File: config.mk
export PLATFORM = sky130hd
export DESIGN_NAME = alu_arbiter_flat
export DESIGN_NICKNAME = d
export VERILOG_FILES = /design/src/rtl/alu_arbiter_if.sv /design/src/rtl/alu_arbiter.sv /design/src/flat_wrapper.sv
export SDC_FILE = /design/constraint.sdc
export NUM_CORES = 1
export LEC_CHECK = 0
export ABC_CLOCK_PERIOD_IN_PS = 2980
export CORE_AREA = 2 2 82 84
export CTS_CLUSTER_DIAMETER = 60
export DETAILED_ROUTE_END_ITERATION = 8
export DIE_AREA = 0 0 84 86
export MAX_ROUTING_LAYER = met4
export PLACE_DENSITY = 0.88
export REMOVE_ABC_BUFFERS = 1
export SKIP_LAST_GASP = 1
export SLEW_MARGIN = 20
export SYNTH_ARGS = -nofsm -noshare
export SYNTH_HDL_FRONTEND = slang
export SYNTH_SLANG_ARGS = --single-unit
export TNS_END_PERCENT = 5
File: constraint.sdc
create_clock -name clk_i -period 2.98 [get_ports clk_i]
set_clock_uncertainty 0.1 [all_clocks]
set_input_delay 0.596 -clock clk_i [delete_from_list [all_inputs] [get_ports clk_i]]
set_output_delay 0.596 -clock clk_i [all_outputs]
set_load 0.05 [all_outputs]
File: src/rtl/alu_arbiter_if.sv
// Calculator types and the bundled requester/ALU handshake bus for alu_arbiter.
// The slave modport is the arbiter's view. The master modport is the view of the
// surrounding logic, meaning the requesters plus the ALU.

package calc_pkg;
  typedef logic [15:0] num_t;
  typedef enum logic [1:0] {OP_ADD, OP_SUB, OP_MUL, OP_DIV} op_t;
endpackage

interface alu_arbiter_if #(
  parameter int NumRequesters = 2
);
  import calc_pkg::*;

  localparam int IdxW = (NumRequesters > 1) ? $clog2(NumRequesters) : 1;

  // requester operand ports
  num_t                     req_left_i  [NumRequesters];
  num_t                     req_right_i [NumRequesters];
  op_t                      req_op_i    [NumRequesters];
  logic [NumRequesters-1:0] req_in_valid_i;
  logic [NumRequesters-1:0] req_in_ready_o;

  // requester result ports (shared data bus, per-requester valid/ready)
  num_t                     req_result_o;
  logic [NumRequesters-1:0] req_out_valid_o;
  logic [NumRequesters-1:0] req_out_ready_i;

  // ALU side
  num_t                     alu_left_o;
  num_t                     alu_right_o;
  op_t                      alu_op_o;
  logic                     alu_in_valid_o;
  logic                     alu_in_ready_i;
  num_t                     alu_result_i;
  logic                     alu_out_valid_i;
  logic                     alu_out_ready_o;

  // status
  logic                     busy_o;
  logic [IdxW-1:0]          owner_o;

  modport slave (
    input  req_left_i, req_right_i, req_op_i, req_in_valid_i,
    output req_in_ready_o,
    output req_result_o, req_out_valid_o,
    input  req_out_ready_i,
    output alu_left_o, alu_right_o, alu_op_o, alu_in_valid_o,
    input  alu_in_ready_i,
    input  alu_result_i, alu_out_valid_i,
    output alu_out_ready_o,
    output busy_o, owner_o
  );

  modport master (
    output req_left_i, req_right_i, req_op_i, req_in_valid_i,
    input  req_in_ready_o,
    input  req_result_o, req_out_valid_o,
    output req_out_ready_i,
    input  alu_left_o, alu_right_o, alu_op_o, alu_in_valid_o,
    output alu_in_ready_i,
    output alu_result_i, alu_out_valid_i,
    input  alu_out_ready_o,
    input  busy_o, owner_o
  );
endinterface

File: src/rtl/alu_arbiter.sv
// Round-robin arbiter that shares one calculator ALU among NumRequesters ports.
// Only one operation is in flight at a time. The operands and the result are
// buffered in registers. The result is returned only to the requester that
// issued the operation.
//
// state          | meaning
// S_IDLE         | waiting for a valid request, granting from ptr_q upward
// S_ISSUE        | captured operands offered to the ALU
// S_WAIT_RESULT  | waiting for the ALU result
// S_RETURN       | buffered result offered to the owning requester

module alu_arbiter #(
  parameter int NumRequesters = 2
) (
  input logic           clk_i,
  input logic           rst_i,
  alu_arbiter_if.slave  bus
);
  import calc_pkg::*;

  localparam int IdxW = (NumRequesters > 1) ? $clog2(NumRequesters) : 1;

  typedef enum logic [1:0] {
    S_IDLE,
    S_ISSUE,
    S_WAIT_RESULT,
    S_RETURN
  } state_t;

  state_t                   state_q;
  logic [IdxW-1:0]          ptr_q;
  logic [IdxW-1:0]          owner_q;
  num_t                     left_q;
  num_t                     right_q;
  op_t                      op_q;
  num_t                     result_q;
  logic                     alu_in_valid_q;
  logic                     alu_out_ready_q;
  logic [NumRequesters-1:0] out_valid_q;
  logic                     busy_q;

  logic                     grant_found;
  logic [IdxW-1:0]          grant_idx;
  logic [NumRequesters-1:0] grant_oh;

  function automatic logic [NumRequesters-1:0] to_onehot(input logic [IdxW-1:0] idx);
    logic [NumRequesters-1:0] oh;
    oh      = '0;
    oh[idx] = 1'b1;
    return oh;
  endfunction

  // First valid requester at or after ptr_q, wrapping around the port list.
  always_comb begin : grant_search
    logic [IdxW-1:0] cand;
    cand        = '0;
    grant_found = 1'b0;
    grant_idx   = '0;
    for (int k = 0; k < NumRequesters; k++) begin
      cand = IdxW'((int'(ptr_q) + k) % NumRequesters);
      if (!grant_found && bus.req_in_valid_i[cand]) begin
        grant_found = 1'b1;
        grant_idx   = cand;
      end
    end
    grant_oh = grant_found ? to_onehot(grant_idx) : '0;
  end

  // The grant is the only combinational path from an input to an output.
  assign bus.req_in_ready_o  = (state_q == S_IDLE) ? grant_oh : '0;

  assign bus.alu_left_o      = left_q;
  assign bus.alu_right_o     = right_q;
  assign bus.alu_op_o        = op_q;
  assign bus.alu_in_valid_o  = alu_in_valid_q;
  assign bus.alu_out_ready_o = alu_out_ready_q;
  assign bus.req_result_o    = result_q;
  assign bus.req_out_valid_o = out_valid_q;
  assign bus.busy_o          = busy_q;
  assign bus.owner_o         = owner_q;

  // Sequencing FSM. Every output that faces the ALU or a requester is updated
  // together with the state transition, so all of these outputs are registered.
  always_ff @(posedge clk_i) begin
    if (rst_i) begin
      state_q         <= S_IDLE;
      ptr_q           <= '0;
      owner_q         <= '0;
      left_q          <= '0;
      right_q         <= '0;
      op_q            <= OP_ADD;
      result_q        <= '0;
      alu_in_valid_q  <= 1'b0;
      alu_out_ready_q <= 1'b0;
      out_valid_q     <= '0;
      busy_q          <= 1'b0;
    end else begin
      case (state_q)
        S_IDLE: begin
          if (grant_found) begin
            left_q         <= bus.req_left_i[grant_idx];
            right_q        <= bus.req_right_i[grant_idx];
            op_q           <= bus.req_op_i[grant_idx];
            owner_q        <= grant_idx;
            ptr_q          <= (grant_idx == IdxW'(NumRequesters - 1)) ? '0
                                                                      : grant_idx + IdxW'(1);
            alu_in_valid_q <= 1'b1;
            busy_q         <= 1'b1;
            state_q        <= S_ISSUE;
          end
        end
        S_ISSUE: begin
          if (bus.alu_in_ready_i) begin
            alu_in_valid_q  <= 1'b0;
            alu_out_ready_q <= 1'b1;
            state_q         <= S_WAIT_RESULT;
          end
        end
        S_WAIT_RESULT: begin
          if (bus.alu_out_valid_i) begin
            result_q        <= bus.alu_result_i;
            alu_out_ready_q <= 1'b0;
            out_valid_q     <= to_onehot(owner_q);
            state_q         <= S_RETURN;
          end
        end
        S_RETURN: begin
          // Ready bits from requesters other than the owner are ignored.
          if (bus.req_out_ready_i[owner_q]) begin
            out_valid_q <= '0;
            busy_q      <= 1'b0;
            state_q     <= S_IDLE;
          end
        end
        default: begin
          state_q <= S_IDLE;
        end
      endcase
    end
  end

endmodule

File: src/flat_wrapper.sv
// flat-port wrapper written by rule: the top's interface ports become plain ports
module alu_arbiter_flat import calc_pkg::*;
#(
  parameter int NumRequesters = 2
)
  (clk_i, rst_i, bus_req_left_i, bus_req_right_i, bus_req_op_i, bus_req_in_valid_i, bus_req_in_ready_o, bus_req_result_o, bus_req_out_valid_o, bus_req_out_ready_i, bus_alu_left_o, bus_alu_right_o, bus_alu_op_o, bus_alu_in_valid_o, bus_alu_in_ready_i, bus_alu_result_i, bus_alu_out_valid_i, bus_alu_out_ready_o, bus_busy_o, bus_owner_o);
  alu_arbiter_if #(.NumRequesters(NumRequesters)) bus_i ();
  input logic clk_i;
  input logic rst_i;
  input wire logic [$bits(bus_i.req_left_i)-1:0] bus_req_left_i;
  input wire logic [$bits(bus_i.req_right_i)-1:0] bus_req_right_i;
  input wire logic [$bits(bus_i.req_op_i)-1:0] bus_req_op_i;
  input wire logic [$bits(bus_i.req_in_valid_i)-1:0] bus_req_in_valid_i;
  output wire logic [$bits(bus_i.req_in_ready_o)-1:0] bus_req_in_ready_o;
  output wire logic [$bits(bus_i.req_result_o)-1:0] bus_req_result_o;
  output wire logic [$bits(bus_i.req_out_valid_o)-1:0] bus_req_out_valid_o;
  input wire logic [$bits(bus_i.req_out_ready_i)-1:0] bus_req_out_ready_i;
  output wire logic [$bits(bus_i.alu_left_o)-1:0] bus_alu_left_o;
  output wire logic [$bits(bus_i.alu_right_o)-1:0] bus_alu_right_o;
  output wire logic [$bits(bus_i.alu_op_o)-1:0] bus_alu_op_o;
  output wire logic [$bits(bus_i.alu_in_valid_o)-1:0] bus_alu_in_valid_o;
  input wire logic [$bits(bus_i.alu_in_ready_i)-1:0] bus_alu_in_ready_i;
  input wire logic [$bits(bus_i.alu_result_i)-1:0] bus_alu_result_i;
  input wire logic [$bits(bus_i.alu_out_valid_i)-1:0] bus_alu_out_valid_i;
  output wire logic [$bits(bus_i.alu_out_ready_o)-1:0] bus_alu_out_ready_o;
  output wire logic [$bits(bus_i.busy_o)-1:0] bus_busy_o;
  output wire logic [$bits(bus_i.owner_o)-1:0] bus_owner_o;
  assign bus_i.req_left_i = {>>{bus_req_left_i}};
  assign bus_i.req_right_i = {>>{bus_req_right_i}};
  assign bus_i.req_op_i = {>>{bus_req_op_i}};
  assign bus_i.req_in_valid_i = bus_req_in_valid_i;
  assign bus_req_in_ready_o = bus_i.req_in_ready_o;
  assign bus_req_result_o = bus_i.req_result_o;
  assign bus_req_out_valid_o = bus_i.req_out_valid_o;
  assign bus_i.req_out_ready_i = bus_req_out_ready_i;
  assign bus_alu_left_o = bus_i.alu_left_o;
  assign bus_alu_right_o = bus_i.alu_right_o;
  assign bus_alu_op_o = bus_i.alu_op_o;
  assign bus_alu_in_valid_o = bus_i.alu_in_valid_o;
  assign bus_i.alu_in_ready_i = bus_alu_in_ready_i;
  assign bus_i.alu_result_i = bus_alu_result_i;
  assign bus_i.alu_out_valid_i = bus_alu_out_valid_i;
  assign bus_alu_out_ready_o = bus_i.alu_out_ready_o;
  assign bus_busy_o = bus_i.busy_o;
  assign bus_owner_o = bus_i.owner_o;
  alu_arbiter #(.NumRequesters(NumRequesters)) u_core (.clk_i(clk_i), .rst_i(rst_i), .bus(bus_i));
endmodule
==> flow_summary.yaml <==
cts:
  cts_sinks: 59
  clock_latency_ps: 330
  cts_resized: 0
  clk_pin_slew_worst_paths_ps: 60
  holdBufCountCts: 0
  cts_buffers: 9
  postCtsSetupRepairBufs: 0
  clock-root-buffer: "clkbuf_8"
  h-tree-depth: 3
  clock_path_buffers: 2
  cts_tree: "built"
floorplan:
  die_x_um: 84
  die_h_um: 86
  start_util_pct: 38.3
  core_sq_um: 6280
  pin_count: 150
  die-area_sq_um: 7220
  fp-row-count: 29
layout:
  drive_gt1_share_pct: 6.22
  finalInstanceArea_sq_um: 4150
  stdcell_count: 511
  synthToLayoutAreaGrowth_pct: 72.5
  antenna_cells: 0
  fin_nets: 525
yosys:
  syn_inst: 284
  synth.most_common_cell: "nand2_1"
  synth_edf_count: 0
  ys_ff_latch: 59
  yosys_warnings: 0
  synthArstFlopShare_pct: 0
  synth_top_area_cell: "dfxtp_1"
  ys_dominant_reg_cell: "dfxtp_1"
  yosys-top-cells-area: "dfxtp_1 49%, nand2_1 12%, a22oi_1 11%"
  seq_area_frac_synth_pct: 49.1
  ys_types: 25
  synth_top_area_share_pct: 49.1
  syn_area_sq_um: 2400
  netlist_top_cells_count: "74 x nand2_1, 59 x dfxtp_1, 35 x a22oi_1, 29 x o21ai_0, 21 x a21oi_1"
  syn_area_per_cell_sq_um: 8.46
worst_setup_path:
  crit_family: "buffers and inverters"
  start_kind: "primary input"
  critPathMaxStageDelay_ps: 540
  slowest_stage: "clkdlybuf4s50_1"
  required_ps: 2280
  cp_cell_sequence: "clkdlybuf4s50_1 -> a21boi_2 -> and2_1 -> buf_12"
  r2r-start: "u_core.state_q[0]$_SDFFE_PP0P_"
  arrival_ps: 1660
  critPathMaxFanout: 4
  cp-end-kind: "primary output"
  worstSetupPathType: "in -> out"
  path_buf_inv: 2
  crit_path_start: "bus_req_in_valid_i[0]"
timing:
  tns_ps: 0
  setup_ws_ps: 626
  setup_viol: 0
  slew_viol_final: 0
  relSlewSlack_pct: 63.3
  hold_viol: 0
  fin_crit_ps: 2350
  max_freq_ghz: 0.425
  rsz0062_at_grt: "no"
  post-route-period-util_pct: 79.0
  worst_slew_pin_slew_ps: 551
routing:
  wl_mm: 7.03
  viasPerCell: 5.02
  ant_nets: 0
  dr.first_iter.drc_count: 56
  dr.pass1.iters: 4
  wl_per_cell_um: 13.8
  route.detailed.drc: 0
  vias: 2566
power_and_ir_drop:
  fin_total_pwr_mw: 3.38
  power_density_nw_per_um2: 815
  p_leak_nw: 1.50
  vdd_ir_drop_max_mv: 0.484
hold_path:
  hold_class: "reg -> reg"
  min_from: "u_core.bus.alu_left_o[6]$_SDFFE_PP0P_"
global_route:
  grt_overflow: 0
  grt_pass1_wl_mm: 11.4
  grt_max_degree: 36
  grtUsageTotal_pct: 20.2
  antenna_found_initial: 0
  first_global_vias: 2443
placed_design:
  io_buffers: 149
  placed_cell_area_sq_um: 3950
  post-place-cells: 495
  gp_congestion: 0.766
  dp_slack_ps: 623
  hpwl_mm: 5.26
status:
  status: "finished, final reports clean"
flow_run:
  maxCapViolations: 0
final timing paths:
kind / endpoint / slack [ps] / depth (start not counted)
max: bus_req_in_ready_o[0] / 630 / 4
min: u_core.bus.alu_left_o[6]$_SDFFE_PP0P_ / 350 / 2
max reg2reg: u_core.bus.alu_left_o[5]$_SDFFE_PP0P_ / 1240 / 6
min reg2reg: u_core.bus.alu_left_o[6]$_SDFFE_PP0P_ / 350 / 2
sequential cells by signal, summed over array words and instances (netlist names):
register and cells:
u_core.bus.busy_o 1, u_core.bus.alu_op_o 2, u_core.bus.alu_left_o 16, u_core.state_q 2
u_core.bus.alu_in_valid_o 1, u_core.bus.alu_out_ready_o 1, u_core.bus.req_result_o 16, u_core.ptr_q 1
u_core.bus.req_out_valid_o 2, u_core.bus.alu_right_o 16, u_core.bus.owner_o 1
layout make-up:
class                   count  area (sq um)
clock buffers              11           141
clock inverters             5          52.6
fillers                   530          2130
inverters                   6          22.5
multi-input cells         199          1100
flip-flops and latches     59          1180
well taps                  77          96.3
repair buffers            154          1550
per-layer routing:
layer  global-route usage (%)  routed length (um)  up-vias
met1                     22.3                2890     1177
met2                     33.9                3420      104
met5                        -                   0        -
met4                     6.01                  68        0
li1                         -                   -     1276
met3                     7.99                 656        9
cell usage in the layout (no fill, tap or decap):
cell               n
a211oi_2           1
a21boi_2           2
a21oi_1           21
a21oi_4            1
a22oi_1           35
a311oi_1           1
and2_1             3
buf_12             2
buf_4              5
bufinv_16          1
clkbuf_1           1
clkbuf_8          10
clkdlybuf4s50_1  147
clkinv_2           3
clkinvlp_4         1
dfxtp_1           59
ha_1               4
inv_1              6
mux2i_1            5
nand2_1           74
nand2b_1           4
nor2_1             5
nor2b_1            2
o211ai_1           3
o21ai_0           29
o21ai_1            6
o21bai_1           1
o221a_2            1
or2_1              1
report_power, final:
part | total (mW) | switching, mW | leakage (nW) | internal (mW)
registers | 1.08 | 0.106 | 0.484 | 0.974
logic | 1.59 | 1.02 | 0.921 | 0.578
clock network | 0.702 | 0.298 | 0.0991 | 0.404
through the flow:
stage	hold slack, ps	util [%]
final	350	66.1
after CTS	350	66.1
after detailed placement	342	63.0
after global routing	372	66.1
after floorplan	381	-
after global placement	334	63.0
worst reg2reg max path: cells and delay by family, from the launching register on:
kind	cells	cell delay [ps]
fa+ha+maj	1	360
compound gates	2	260
buf+inv	2	440
simple gates	1	100
flops	1	390
kinds of logic after synthesis:
group,share of synthesized area (%)
compound gates,26.8
simple gates,14.9
flops,49.1
buf+inv,4.95
mux,2.08
fa+ha+maj,2.08
Note: power is estimated with default switching activity, not from simulation.
